==> src/rtl/grf_write_arbiter.sv <==
// grf_write_arbiter
// Arbitrates the single GRF write port between the W stage (primary, always
// granted) and a small FIFO of slow-path writes (multi-cycle unit, late loads).
// The FIFO drains into cycles where the W stage does not write. If the head
// waits too long, pipe_stall asks the pipeline to freeze so the head can drain.
// pend_mask lists every register with a write still queued, so the D stage can
// stall on RAW/WAW hazards against those registers.
module grf_write_arbiter #(
  parameter int DEPTH        = 4,
  parameter int STARVE_LIMIT = 8
) (
  input  logic                     clk,
  input  logic                     reset,
  input  logic                     p_we,
  input  logic [4:0]               p_addr,
  input  logic [31:0]              p_data,
  input  logic [31:0]              p_pc,
  input  logic                     s_valid,
  output logic                     s_ready,
  input  logic [4:0]               s_addr,
  input  logic [31:0]              s_data,
  input  logic [31:0]              s_pc,
  output logic                     grf_we,
  output logic [4:0]               grf_a3,
  output logic [31:0]              grf_wd,
  output logic [31:0]              grf_pc,
  output logic                     pipe_stall,
  output logic [31:0]              pend_mask,
  output logic [$clog2(DEPTH):0]   occ
);

  localparam int AW = $clog2(DEPTH);
  localparam int CW = $clog2(STARVE_LIMIT + 1);
  localparam logic [AW:0]   OCC_FULL  = (AW + 1)'(DEPTH);
  localparam logic [CW-1:0] WAIT_SAT  = CW'(STARVE_LIMIT);

  logic [4:0]    r_addr [DEPTH];
  logic [31:0]   r_data [DEPTH];
  logic [31:0]   r_pc   [DEPTH];
  logic [AW-1:0] r_rd_ptr;
  logic [AW-1:0] r_wr_ptr;
  logic [AW:0]   r_occ;
  logic [CW-1:0] r_wait;

  logic          w_nonempty;
  logic          w_ready;
  logic          w_push;
  logic          w_pop;
  logic [31:0]   w_pend;
  logic [AW-1:0] w_idx;

  // Ready depends only on registered occupancy, so a full FIFO refuses a push
  // even when it pops in the same cycle; gated off while reset is held.
  assign w_nonempty = (r_occ != '0);
  assign w_ready    = reset && (r_occ < OCC_FULL);
  // A $0 request completes its handshake but is dropped: writing $0 is a no-op.
  assign w_push     = s_valid && w_ready && (s_addr != 5'd0);
  // The head drains only into cycles the W stage leaves free.
  assign w_pop      = !p_we && w_nonempty;

  assign s_ready    = w_ready;
  assign occ        = r_occ;
  assign pipe_stall = (r_wait == WAIT_SAT);
  assign pend_mask  = w_pend;

  // Write-port select: primary first, then FIFO head, else idle; forced 0 in reset.
  always_comb begin
    grf_we = 1'b0;
    grf_a3 = 5'd0;
    grf_wd = 32'd0;
    grf_pc = 32'd0;
    if (reset) begin
      if (p_we) begin
        grf_we = 1'b1;
        grf_a3 = p_addr;
        grf_wd = p_data;
        grf_pc = p_pc;
      end else if (w_nonempty) begin
        grf_we = 1'b1;
        grf_a3 = r_addr[r_rd_ptr];
        grf_wd = r_data[r_rd_ptr];
        grf_pc = r_pc[r_rd_ptr];
      end
    end
  end

  // Pending mask: one-hot of every valid entry's destination, walked from the head.
  always_comb begin
    w_pend = 32'd0;
    w_idx  = r_rd_ptr;
    for (int i = 0; i < DEPTH; i++) begin
      w_idx = r_rd_ptr + AW'(i);
      if (i < int'(r_occ)) begin
        w_pend[r_addr[w_idx]] = 1'b1;
      end
    end
    w_pend[0] = 1'b0;
  end

  // FIFO storage: written at the tail on an accepted, non-$0 push.
  always_ff @(posedge clk or negedge reset) begin
    if (!reset) begin
      for (int i = 0; i < DEPTH; i++) begin
        r_addr[i] <= 5'd0;
        r_data[i] <= 32'd0;
        r_pc[i]   <= 32'd0;
      end
    end else if (w_push) begin
      r_addr[r_wr_ptr] <= s_addr;
      r_data[r_wr_ptr] <= s_data;
      r_pc[r_wr_ptr]   <= s_pc;
    end
  end

  // Pointers wrap naturally (DEPTH is a power of two); occ holds 0..DEPTH.
  always_ff @(posedge clk or negedge reset) begin
    if (!reset) begin
      r_rd_ptr <= '0;
      r_wr_ptr <= '0;
      r_occ    <= '0;
    end else begin
      if (w_push) r_wr_ptr <= r_wr_ptr + AW'(1);
      if (w_pop)  r_rd_ptr <= r_rd_ptr + AW'(1);
      case ({w_push, w_pop})
        2'b10:   r_occ <= r_occ + (AW + 1)'(1);
        2'b01:   r_occ <= r_occ - (AW + 1)'(1);
        default: r_occ <= r_occ;
      endcase
    end
  end

  // Starvation timer: counts cycles a queued head is blocked, saturating at the limit.
  always_ff @(posedge clk or negedge reset) begin
    if (!reset) begin
      r_wait <= '0;
    end else if (w_pop || !w_nonempty) begin
      r_wait <= '0;
    end else if (r_wait != WAIT_SAT) begin
      r_wait <= r_wait + CW'(1);
    end
  end

endmodule

==> config.mk <==
export PLATFORM = sky130hd
export DESIGN_NAME = grf_write_arbiter
export DESIGN_NICKNAME = d
export VERILOG_FILES = /design/src/rtl/grf_write_arbiter.sv
export SDC_FILE = /design/constraint.sdc
export NUM_CORES = 1
export LEC_CHECK = 0
export ABC_CLOCK_PERIOD_IN_PS = 2650
export BUFFER_PORTS_ARGS = -buffer_cell sky130_fd_sc_hd__buf_4
export CAP_MARGIN = 15
export CORE_MARGIN = 3
export CORE_UTILIZATION = 40
export DETAILED_ROUTE_END_ITERATION = 8
export GPL_ROUTABILITY_DRIVEN = 0
export SETUP_SLACK_MARGIN = 0.1
export SYNTH_ARGS = -nofsm -noshare
export SYNTH_HDL_FRONTEND = slang
export SYNTH_SLANG_ARGS = --single-unit
==> constraint.sdc <==
create_clock -name clk -period 2.65 [get_ports clk]
set_clock_uncertainty 0.1 [all_clocks]
set_input_delay 0 -clock clk [delete_from_list [all_inputs] [get_ports clk]]
set_output_delay 0 -clock clk [all_outputs]
set_load 0.01 [all_outputs]
==> results.yml <==
routing:
  num_vias: 10900
  postRouteAntennaNets: 0
  route.detailed.drc: 0
  drt-initial-drc-count: 698
  viasPerCell: 5.52
  drtPass1Iterations: 8
  wl_per_cell_um: 20.9
  drt-total-wl_mm: 41.2
logic_synthesis:
  seq_area_frac_synth_pct: 46.9
  syn-num-nets: 1244
  synthCells: 1091
  ys_top_cells_by_area: "dfrtp_1 (47%), mux2_2 (17%), mux4_2 (12%), a22oi_1 (4.8%), nor2b_1 (3.3%)"
  syn-cell-area_um2: 15300
  ys_ff_latch: 287
  synth_edf_count: 0
  ys_warn_count: 0
  yosys.area.top_type_share_pct: 46.9
  synth_top_area_cell: "dfrtp_1"
  synthFlopType: "dfrtp_1"
  async_reset_ff_share_pct: 100
  synth_cell_types: 58
  avgSynthCellArea_um2: 14.0
clocking:
  cts_buffer_depth: 3
  clock_latency_ns: 0.56
  cts.sinks: 287
  cts-root-buf: "clkbuf_16"
  cts_tree: "built"
  cts_buffers: 31
  cts_htree_levels: 1
  clk_pin_slew_ns: 0.06
power:
  p_comb_share_pct: 52.5
  p_sw_share_pct: 36.2
  p_leak_nw: 9.07
  power.density_nw_per_um2: 1250
  p_switching_mw: 9.29
  power_frac_clock_pct: 17.4
  pwr-share-seq_pct: 30.0
  ir_drop_mv: 0.631
  power.internal_mw: 16.4
worst_setup_path:
  cp-end-kind: "output port"
  cpMostUsedCell: "buf_4"
  max_stage_delay_ns: 0.65
  path_max_fanout: 9
  crit_path_start_kind: "flop"
  critical-path-slowest-cell: "mux4_2"
  crit_type: "flop to output port"
  crit_arrival_ns: 2.67
  crit_chain: "buf_4 > mux4_2 > and4bb_2 > a22oi_1 > nand3_1 > buf_4"
  worstPathRequired_ns: 2.55
timing:
  tightest_slew_ns: 0.870
  setup_viol: 28
  hold_viol: 1
  post-route-worst-setup-slack_ns: -0.119
  whs_ns: -0.0278
  relSlewSlack_pct: 42.0
  fin_tns_setup_ns: -1.96
  max_clock_freq_mhz: 361
  drv_slew: 0
  min_period_ns: 2.77
  finalCritPeriodShare_pct: 104
  rsz0062_at_grt: "true"
grt:
  grt_max_degree: 141
  met1_usage_pct: 26.1
  grtUsageMet3_pct: 2.75
  antenna_found_initial: 1
  grt_pass1_vias: 11300
  overflow: 0
  gr-usage-all-layers_pct: 19.5
  grt_first_pass_wirelength_mm: 64.3
  grtUsageMet2_pct: 33.2
  top_usage_layer: "met2"
die:
  dieHeight_um: 202
  initial_core_util_pct: 40.6
  die-area_um2: 40700
  die_x_um: 202
  io_pins: 249
  num_rows: 71
  core-area_um2: 37800
run:
  maxCapViolCount: 0
layout:
  area_growth_pct: 33.5
  layout_commonest_cell: "dfrtp_1"
  stdcell_count: 1976
  drive_above_1_share_pct: 54.0
  layout_common_cells: "dfrtp_1 (284), buf_4 (283), mux2_2 (236), mux4_2 (85), nor2b_1 (75)"
  nets: 1592
  fillers: 3137
run_status:
  status: "complete, but fails checks"
  violations: "negative hold slack, negative setup slack"
worst_hold_path:
  hold_class: "primary input to async pin"
place:
  hpwl_mm: 26.2
  io_buffers: 247
  place_inst: 1802
==> timing repair <==
item | 4_1_cts | 5_1_grt
buffers inserted | 21 | 18
pin swaps | 9 | 22
hold buffers | 70 | 0
hold endpoints to repair | 461 | 0
cloned | 3 | 4
gates resized for setup | 42 | 57
setup endpoints to repair | 92 | 94
==> layout make-up <==
cell class	count	area, um^2	share of cell area [%]
tap	511	639	3.13
inverter	9	37.5	0.183
sequential	287	7190	35.1
clock buffer	49	963	4.71
multi-input combinational	715	7930	38.8
antenna	1	2.50	0.0122
clock inverter	9	116	0.569
timing repair buffer	395	3580	17.5
==> worst max-delay path: cells and delay by family (launching register included) <==
kind	cells	cell delay (ns)
AO/OA/AOI/OAI	1	0.11
multiplexers	1	0.65
flip-flops	1	0.49
AND/OR/NAND/NOR	2	0.59
buffers and inverters	2	0.27
==> sequential cells by signal (all words and copies together), names as in the netlist <==
signal and count:
occ 3, r_addr 20, r_data 128, r_pc 128, r_rd_ptr 2, r_wait 4, r_wr_ptr 2
==> routing by layer <==
metal | part of all wire [%] | wire length, um
met1 | 42 | 17500
met2 | 50 | 20500
met3 | 5.1 | 2100
met4 | 2.9 | 1190
met5 | 0 | 0
==> cells by family (layout without fill, tap and decap cells) <==
family	after synthesis	count (layout)	synth area share, %
buf+inv	91	462	3.67
compound gates	135	135	6.87
mux	362	364	33.0
simple gates	195	195	8.16
xor+xnor	9	9	0.514
other cells	1	2	0.0245
flops	287	287	46.9
fa+ha+maj	11	11	0.898
==> Yosys cell counts, types with 4 or more instances <==
library cell,number
a22oi_1,98
nand2_1,28
a32oi_1,12
nor4b_2,4
mux2_4,10
o211ai_1,6
nor2b_1,81
xnor2_1,7
nor2_1,14
mux4_2,84
buf_6,9
clkbuf_1,30
nand2_4,4
mux2_2,236
inv_1,9
buf_2,14
and4b_1,4
dfrtp_1,287
nand3_1,33
mux2_1,30
ha_1,11
and2_1,7
buf_4,23
==> worst paths after layout <==
path / cells past startpoint / from / endpoint / slack, ns
min reg2reg: 1 / r_pc[86] / r_pc[86] / 0.39
min: 3 / reset / r_data[91] / -0.03
max in group asynchronous: 4 / reset / r_pc[46] / 1.24
max reg2reg: 5 / occ[2] / r_pc[29] / 0.36
max: 6 / r_rd_ptr[0] / pend_mask[24] / -0.12
min in group clk: 3 / p_we / r_wait[2] / 0.10
==> power groups by stage <==
stage | registers, mW | logic [mW] | clock network, mW
after CTS | 7.68 | 12.5 | 4.60
after global placement | 7.73 | 11.2 | 0
after global routing | 7.96 | 14.4 | 4.80
after floorplan | 7.31 | 8.17 | 0
final | 7.70 | 13.5 | 4.47
after detailed placement | 7.83 | 11.3 | 0
==> through the flow <==
step	setup WS [ns]	power (mW)	hold slack (ns)	cell area (um^2)	util, %
2_1_floorplan	0.273	15.5	-0.396	15300	-
3_3_place_gp	0.305	18.9	0.0440	17800	47.1
3_5_place_dp	0.272	19.2	0.0454	17800	47.1
4_1_cts	-0.0821	24.8	0.0271	20000	52.9
5_1_grt	-0.225	27.1	0.0445	20500	54.2
6_report	-0.119	25.6	-0.0278	20500	54.2
Power figures use the tool's default switching activity.
